[config.mk]
export PLATFORM = sky130hd
export DESIGN_NAME = leaf_feeder_flat
export DESIGN_NICKNAME = d
export VERILOG_FILES = /design/src/rtl/leaf_feeder_pkg.sv /design/src/rtl/leaf_feeder_if.sv /design/src/rtl/leaf_way_buffer.sv /design/src/rtl/leaf_feeder.sv /design/src/flat_wrapper.sv
export SDC_FILE = /design/constraint.sdc
export NUM_CORES = 1
export LEC_CHECK = 0
export CAP_MARGIN = 20
export CORE_AREA = 5 5 279 281
export DETAILED_ROUTE_END_ITERATION = 10
export DIE_AREA = 0 0 284 286
export PLACE_DENSITY = 0.78
export SKIP_CTS_REPAIR_TIMING = 1
export SYNTH_ARGS = -nofsm -noshare
export SYNTH_HDL_FRONTEND = slang
export SYNTH_SLANG_ARGS = --single-unit
[constraint.sdc]
create_clock -name CLK -period 12.1 [get_ports CLK]
set_input_delay 3.63 -clock CLK [delete_from_list [all_inputs] [get_ports CLK]]
set_output_delay 3.63 -clock CLK [all_outputs]
set_load 0.02 [all_outputs]
[src/rtl/leaf_feeder_pkg.sv]
// Shared constants and helpers for the leaf feeder and its way buffer.
// Holds the way-count expression and the max-key sentinel builder.
package leaf_feeder_pkg;

   localparam int MAX_DATW = 256;

   function automatic int way_cnt(input int w_log);
      return 1 << w_log;
   endfunction

   function automatic logic [MAX_DATW-1:0] sentinel(input int datw,
                                                    input int keyw);
      logic [MAX_DATW-1:0] s;
      s = '0;
      for (int i = 0; i < MAX_DATW; i++)
         if (i < keyw && i < datw) s[i] = 1'b1;
      return s;
   endfunction

endpackage

[src/rtl/leaf_feeder_if.sv]
// Request, source and response bus between the leaf stage and feeder.
// master drives requests and source records; slave is the feeder.
interface leaf_feeder_if #(
   parameter int W_LOG = 2,
   parameter int DATW  = 64
);
   import leaf_feeder_pkg::*;

   localparam int WAYS = way_cnt(W_LOG);

   logic [W_LOG-1:0] REQ_IN;
   logic             REQ_IN_VALID;
   logic             QUEUE_FULL;
   logic [DATW-1:0]  SRC_DIN;
   logic             SRC_DINEN;
   logic [W_LOG-1:0] SRC_IDX;
   logic [WAYS-1:0]  SRC_DONE;
   logic [WAYS-1:0]  SRC_FULL;
   logic [DATW-1:0]  DOT;
   logic             DOTEN;
   logic [W_LOG-1:0] DOT_IDX;
   logic             ERR_OVF;

   modport master (
      output REQ_IN, REQ_IN_VALID, SRC_DIN, SRC_DINEN, SRC_IDX, SRC_DONE,
      input  QUEUE_FULL, SRC_FULL, DOT, DOTEN, DOT_IDX, ERR_OVF
   );

   modport slave (
      input  REQ_IN, REQ_IN_VALID, SRC_DIN, SRC_DINEN, SRC_IDX, SRC_DONE,
      output QUEUE_FULL, SRC_FULL, DOT, DOTEN, DOT_IDX, ERR_OVF
   );

endinterface

[src/rtl/leaf_way_buffer.sv]
// Multi-channel FIFO: one small queue per way, shared storage array.
// Head of the dequeue channel is read combinationally.
module leaf_way_buffer
   import leaf_feeder_pkg::*;
#(
   parameter  int W_LOG     = 2,
   parameter  int FIFO_SIZE = 2,
   parameter  int DATW      = 64,
   localparam int WAYS      = way_cnt(W_LOG)
) (
   input  logic             CLK,
   input  logic             RST,
   input  logic             enq,
   input  logic [W_LOG-1:0] enq_idx,
   input  logic [DATW-1:0]  enq_din,
   input  logic             deq,
   input  logic [W_LOG-1:0] deq_idx,
   output logic [DATW-1:0]  head,
   output logic [WAYS-1:0]  emp,
   output logic [WAYS-1:0]  full
);

   localparam int DEPTH = 1 << FIFO_SIZE;
   localparam logic [FIFO_SIZE:0] DEPTH_C = (FIFO_SIZE+1)'(DEPTH);

   logic [DATW-1:0]      mem [WAYS][DEPTH];
   logic [FIFO_SIZE-1:0] wp  [WAYS];
   logic [FIFO_SIZE-1:0] rp  [WAYS];
   logic [FIFO_SIZE:0]   cnt [WAYS];
   logic [WAYS-1:0]      wr_v;
   logic [WAYS-1:0]      rd_v;
   logic                 wr_ok;

   // a full way still accepts a write if it is dequeued in the same cycle
   assign wr_ok = enq && (!full[enq_idx] || (deq && deq_idx == enq_idx));
   assign head  = mem[deq_idx][rp[deq_idx]];

   // per-way status flags and one-hot write/read strobes
   always_comb begin
      wr_v = '0;
      rd_v = '0;
      for (int k = 0; k < WAYS; k++) begin
         emp[k]  = (cnt[k] == '0);
         full[k] = (cnt[k] == DEPTH_C);
      end
      wr_v[enq_idx] = wr_ok;
      rd_v[deq_idx] = deq && !emp[deq_idx];
   end

   // pointer and occupancy bookkeeping per way
   always_ff @(posedge CLK or posedge RST) begin
      if (RST) begin
         for (int k = 0; k < WAYS; k++) begin
            wp[k]  <= '0;
            rp[k]  <= '0;
            cnt[k] <= '0;
         end
      end else begin
         for (int k = 0; k < WAYS; k++) begin
            if (wr_v[k]) wp[k] <= wp[k] + 1'b1;
            if (rd_v[k]) rp[k] <= rp[k] + 1'b1;
            case ({wr_v[k], rd_v[k]})
               2'b10:   cnt[k] <= cnt[k] + 1'b1;
               2'b01:   cnt[k] <= cnt[k] - 1'b1;
               default: ;
            endcase
         end
      end
   end

   // record storage, no reset needed since occupancy gates every read
   always_ff @(posedge CLK) begin
      if (wr_ok) mem[enq_idx][wp[enq_idx]] <= enq_din;
   end

endmodule

[src/rtl/leaf_feeder.sv]
// Leaf-side responder: queues way requests, serves buffered records
// in order, and substitutes a max-key sentinel for exhausted ways.
module leaf_feeder
   import leaf_feeder_pkg::*;
#(
   parameter int W_LOG     = 2,
   parameter int FIFO_SIZE = 2,
   parameter int DATW      = 64,
   parameter int KEYW      = 32
) (
   input logic           CLK,
   input logic           RST,
   leaf_feeder_if.slave  bus
);

   localparam int WAYS = way_cnt(W_LOG);
   localparam logic [MAX_DATW-1:0] SENT_FULL = sentinel(DATW, KEYW);
   localparam logic [DATW-1:0] SENT = SENT_FULL[DATW-1:0];

   logic [W_LOG-1:0] q [2];
   logic             q_wp, q_rp;
   logic [1:0]       q_cnt;
   logic [1:0]       rdy;
   logic [W_LOG-1:0] h;
   logic             elig;
   logic             serve_data, serve_sent, serve;
   logic             q_push, q_ovf, w_ovf;
   logic [DATW-1:0]  head;
   logic [WAYS-1:0]  emp, full;
   logic [DATW-1:0]  dot_r;
   logic             doten_r;
   logic [W_LOG-1:0] dot_idx_r;
   logic             err_r;

   // an entry becomes servable one cycle after it is enqueued
   assign h          = q[q_rp];
   assign elig       = (q_cnt != 2'd0) && rdy[q_rp];
   assign serve_data = elig && !emp[h];
   assign serve_sent = elig && emp[h] && bus.SRC_DONE[h];
   assign serve      = serve_data || serve_sent;
   assign q_push     = bus.REQ_IN_VALID && (q_cnt != 2'd2 || serve);
   assign q_ovf      = bus.REQ_IN_VALID && q_cnt == 2'd2 && !serve;
   assign w_ovf      = bus.SRC_DINEN && full[bus.SRC_IDX]
                       && !(serve_data && h == bus.SRC_IDX);

   assign bus.QUEUE_FULL = (q_cnt == 2'd2);
   assign bus.SRC_FULL   = full;
   assign bus.DOT        = dot_r;
   assign bus.DOTEN      = doten_r;
   assign bus.DOT_IDX    = dot_idx_r;
   assign bus.ERR_OVF    = err_r;

   leaf_way_buffer #(
      .W_LOG     (W_LOG),
      .FIFO_SIZE (FIFO_SIZE),
      .DATW      (DATW)
   ) u_buf (
      .CLK     (CLK),
      .RST     (RST),
      .enq     (bus.SRC_DINEN),
      .enq_idx (bus.SRC_IDX),
      .enq_din (bus.SRC_DIN),
      .deq     (serve_data),
      .deq_idx (h),
      .head    (head),
      .emp     (emp),
      .full    (full)
   );

   // two-entry request queue with per-slot age bits
   always_ff @(posedge CLK or posedge RST) begin
      if (RST) begin
         q[0]  <= '0;
         q[1]  <= '0;
         q_wp  <= 1'b0;
         q_rp  <= 1'b0;
         q_cnt <= 2'd0;
         rdy   <= 2'b00;
      end else begin
         rdy <= 2'b11;
         if (q_push) begin
            q[q_wp]   <= bus.REQ_IN;
            q_wp      <= ~q_wp;
            rdy[q_wp] <= 1'b0;
         end
         if (serve) q_rp <= ~q_rp;
         case ({q_push, serve})
            2'b10:   q_cnt <= q_cnt + 2'd1;
            2'b01:   q_cnt <= q_cnt - 2'd1;
            default: ;
         endcase
      end
   end

   // response register; data and index hold while idle
   always_ff @(posedge CLK or posedge RST) begin
      if (RST) begin
         dot_r     <= '0;
         doten_r   <= 1'b0;
         dot_idx_r <= '0;
      end else begin
         doten_r <= serve;
         if (serve) begin
            dot_r     <= serve_data ? head : SENT;
            dot_idx_r <= h;
         end
      end
   end

   // sticky overflow flag for dropped requests or records
   always_ff @(posedge CLK or posedge RST) begin
      if (RST) err_r <= 1'b0;
      else     err_r <= err_r | q_ovf | w_ovf;
   end

endmodule

[src/flat_wrapper.sv]
// flat-port wrapper written by rule: the top's interface ports become plain ports
module leaf_feeder_flat import leaf_feeder_pkg::*;
#(
   parameter int W_LOG     = 2,
   parameter int FIFO_SIZE = 2,
   parameter int DATW      = 64,
   parameter int KEYW      = 32
)
  (CLK, RST, bus_REQ_IN, bus_REQ_IN_VALID, bus_SRC_DIN, bus_SRC_DINEN, bus_SRC_IDX, bus_SRC_DONE, bus_QUEUE_FULL, bus_SRC_FULL, bus_DOT, bus_DOTEN, bus_DOT_IDX, bus_ERR_OVF);
  leaf_feeder_if #(.W_LOG(W_LOG), .DATW(DATW)) bus_i ();
  input logic CLK;
  input logic RST;
  input wire logic [$bits(bus_i.REQ_IN)-1:0] bus_REQ_IN;
  input wire logic [$bits(bus_i.REQ_IN_VALID)-1:0] bus_REQ_IN_VALID;
  input wire logic [$bits(bus_i.SRC_DIN)-1:0] bus_SRC_DIN;
  input wire logic [$bits(bus_i.SRC_DINEN)-1:0] bus_SRC_DINEN;
  input wire logic [$bits(bus_i.SRC_IDX)-1:0] bus_SRC_IDX;
  input wire logic [$bits(bus_i.SRC_DONE)-1:0] bus_SRC_DONE;
  output wire logic [$bits(bus_i.QUEUE_FULL)-1:0] bus_QUEUE_FULL;
  output wire logic [$bits(bus_i.SRC_FULL)-1:0] bus_SRC_FULL;
  output wire logic [$bits(bus_i.DOT)-1:0] bus_DOT;
  output wire logic [$bits(bus_i.DOTEN)-1:0] bus_DOTEN;
  output wire logic [$bits(bus_i.DOT_IDX)-1:0] bus_DOT_IDX;
  output wire logic [$bits(bus_i.ERR_OVF)-1:0] bus_ERR_OVF;
  assign bus_i.REQ_IN = bus_REQ_IN;
  assign bus_i.REQ_IN_VALID = bus_REQ_IN_VALID;
  assign bus_i.SRC_DIN = bus_SRC_DIN;
  assign bus_i.SRC_DINEN = bus_SRC_DINEN;
  assign bus_i.SRC_IDX = bus_SRC_IDX;
  assign bus_i.SRC_DONE = bus_SRC_DONE;
  assign bus_QUEUE_FULL = bus_i.QUEUE_FULL;
  assign bus_SRC_FULL = bus_i.SRC_FULL;
  assign bus_DOT = bus_i.DOT;
  assign bus_DOTEN = bus_i.DOTEN;
  assign bus_DOT_IDX = bus_i.DOT_IDX;
  assign bus_ERR_OVF = bus_i.ERR_OVF;
  leaf_feeder #(.W_LOG(W_LOG), .FIFO_SIZE(FIFO_SIZE), .DATW(DATW), .KEYW(KEYW)) u_core (.CLK(CLK), .RST(RST), .bus(bus_i));
endmodule
==> metrics.md <==
| Metric | Value |
|---|---|
| Cells after Synth | between 3000 and 4000 |
| Worst path cell trace | clkdlybuf4s50_1 -> nor4b_1 -> a311oi_1 -> a21o_1 -> a32oi_1 -> or3b_1 -> nor2_4 -> buf_4 |
| Layout cells sized above 1 | approximately 6.6% |
| Fin area | about 50000 sq um |
| Final min period | 7.26 ns |
| Area grow syn2layout | 13.0% |
| Status | finished, final reports clean |
| Slew HR | approximately a fifth |
| Port-buffer cells | 148 |
| # Max-Cap Violations | 0 |
| Synthesized Nets | 3508 |
| First-pass DRT Iterations | 5 |
| Mean number of vias per cell | 6.30 |
| Largest net degree at the start of global routing | 197 |
| First-iteration detailed-routing DRC count | 3984 |
| Async set-reset flop share out of synthesis | 9.38% |
| Placer congestion estimate | 0.819 |
| Area of the multi-input gates | 10200 sq um |
| Critical setup path kind | primary input to register |
| Max Fanout on Critical Path | 45 |
| Die height | 286 um |
| CTS sink cnt | 1130 |
| Most frequent cells in the layout | nand2_1, edfxtp_1, nand3_1 |
| Commonest non-fill, non-tap cell in the layout | nand2_1 |
| FMAX | 138 MHz |
| Yosys reg bits | 1130 |
| Cell Pwr Density | 287 nW/um^2 |
| Clk Latency, worst-skew pair | 0.68 ns |
| CP required | around 12 ns |
| Vias in the first global route | approximately 28000 |
| Number of synthesized flops with an enable pin | 1024 |
| CTS buffer count | 109 |
| RSZ-0062 raised after global routing | no |
| Hold Vio Cnt, Final | 0 |
| Worst Setup End Kind | register |
| First-pass GRT wire length | 169000 um |
| Placement Rows | slightly above 100 |
| GR Overflow Total | 0 |
| CORE AREA | between 70000 and 80000 sq um |
| Max clock buf depth | 3 |
| Critical Path AT | 7.55 ns |
| H-tree levels | 3 |
| Crit-path slowest cell | clkdlybuf4s50_1 |
| Fill count | 4912 |
| IO Count | ~150 |
| Drc violations | 0 |
| Leak | 0.0178 uW |
| Dpl hpwl | around 57000 um |
| Non-Filler Instances | about 4600 |
| Setup_tns | 0 ns |
| CTS tree | done |
| GR Util All Layers | 27.0% |
| CP max stage delay | 1.01 ns |
| Root buf cell | clkbuf_16 |
| Via count of the routed design | a little under 30000 |
| DIE WIDTH | 284 um |
| Drt wl/cell | 24.4 um |
| Initial Utilization | about 59% |
| Fin util | 66.8% |
| Area after DPL | 46800 sq um |
| Storage cell area | 33400 sq um |
| Placed instance count | 4366 |
| Ys flop type | edfxtp_1 |
| Routed Antenna Nets | 0 |
| Pins Over Slew Limit | 0 |
| CTS clk-pin slew, worst paths | around 0.060 ns |
| Routed Wire Length | 112000 um |
| Synth Area per Inst | approximately 13 sq um |
| Sequential-to-total area share from yosys stat | 75.1% |
| Full die area | 81200 sq um |
| Mapped Area | 44500 sq um |
| Final Skew | 0.0199 ns |
| Library cells used by synthesis | 51 |
| Worst Tran Pin Value | ~1.2 ns |
| Initial antenna violation count | 5 |
| Final worst-path cycle share | around 60% |
| Synth warn | 0 |
| Count of nets after finishing | 3585 |
| Hold Crit Class | register to register |
| Worst VDD drop | 492 uV |
| Number of setup violations in the final report | 0 |
| Startpoint types | primary input |
| Total Power | 14400 uW |
==> synth_stat cells, types with 4 or more instances <==
cell type / number / area (sq um)
dfrtp_1: 106 / 2650
edfxtp_1: 1024 / 30700
mux2_1: 4 / 45.0
nand3_1: 582 / 2910
o32ai_1: 32 / 280
xnor2_1: 17 / 149
o21ai_1: 4 / 20.0
nand2_1: 1033 / 3880
ha_1: 5 / 62.6
and2_1: 4 / 25.0
buf_1: 29 / 109
a21oi_1: 66 / 330
xor2_1: 16 / 140
a211o_1: 32 / 280
inv_1: 16 / 60.1
and3_1: 68 / 425
mux2i_1: 11 / 110
a311oi_1: 65 / 569
a31oi_1: 33 / 206
nor3_1: 8 / 40.0
nor2_1: 22 / 82.6
clkbuf_1: 142 / 533
nor4b_1: 5 / 43.8
buf_2: 53 / 265
fa_1: 4 / 80.1
nor4_1: 5 / 31.3
==> critical path: cells and delay by family <==
family,cells,cell delay [ns]
buf+inv,2,1.82
simple gates,3,1.35
compound gates,3,0.68
==> per-layer routing <==
layer / GRT usage, % / share of wire (%) / wire length, um
met1: 38.0 / 38 / 42800
met3: 5.94 / 11 / 12500
met4: 8.97 / 3.0 / 3370
met2: 42.6 / 47 / 52900
met5: 0 / 0.030 / 34
==> registers in the layout, summed over array words and instances (netlist names) <==
name                cells
u_core.q_cnt            2
u_core.u_buf.mem     1024
u_core.bus.ERR_OVF      1
u_core.q_wp             1
u_core.bus.DOT         64
u_core.u_buf.cnt       12
u_core.rdy              2
u_core.bus.DOTEN        1
u_core.u_buf.wp         8
u_core.u_buf.rp         8
u_core.bus.DOT_IDX      2
u_core.q_rp             1
u_core.q                4
==> metrics by stage <==
step                      setup slack (ns)  hold slack [ns]
after detailed placement              4.28            0.467
after global routing                  4.68            0.500
after floorplan                    -0.0807            0.444
after global placement                4.44            0.463
after CTS                             4.97            0.480
final                                 4.84            0.480
==> kinds of logic after synthesis <==
kind of cell,after synthesis,share of synthesized area [%]
AO/OA/AOI/OAI,244,4.06
XOR/XNOR,33,0.650
flip-flops,1130,75.1
multiplexers,24,0.712
AND/OR/NAND/NOR,1738,16.9
adder cells (fa/ha/maj),9,0.321
buffers and inverters,245,2.28
==> final cells by class <==
cell class                      count  share of cell area (%)
Clock buffer                      156                    5.98
Multi-Input combinational cell   2048                    20.4
Tap cell                          978                    2.43
Sequential cell                  1130                    66.5
Antenna cell                        4                  0.0199
Timing Repair Buffer              194                    3.71
Inverter                           17                   0.137
Clock inverter                     51                   0.871
==> power breakdown <==
group          leakage [uW]  internal, uW  switching [uW]  total [uW]
logic               0.00568          1900            4320        6220
clock network       0.00169          1840            1430        3270
registers            0.0105          4690             240        4930
total                0.0178          8430            5990       14400
==> path summary, 6_finish.rpt <==
kind                                               endpoint                      startpoint  cells after the start  slack (ns)
min in group asynchronous       u_core.q_cnt[0]$_DFFE_PP0P_                             RST                      2        3.43
max reg2reg                  u_core.bus.DOT[45]$_DFFE_PP0P_         u_core.q_rp$_DFFE_PP0P_                     10        6.65
max in group asynchronous    u_core.bus.DOT[32]$_DFFE_PP0P_                             RST                      3        7.27
min                          u_core.u_buf.rp[3]$_DFFE_PP0P_  u_core.u_buf.rp[3]$_DFFE_PP0P_                      1        0.48
max                        u_core.u_buf.mem[1][7]$_DFFE_PP_                  bus_SRC_IDX[1]                      8        4.84
min reg2reg                  u_core.u_buf.rp[3]$_DFFE_PP0P_  u_core.u_buf.rp[3]$_DFFE_PP0P_                      1        0.48
Note: power is estimated with default switching activity, not from simulation.
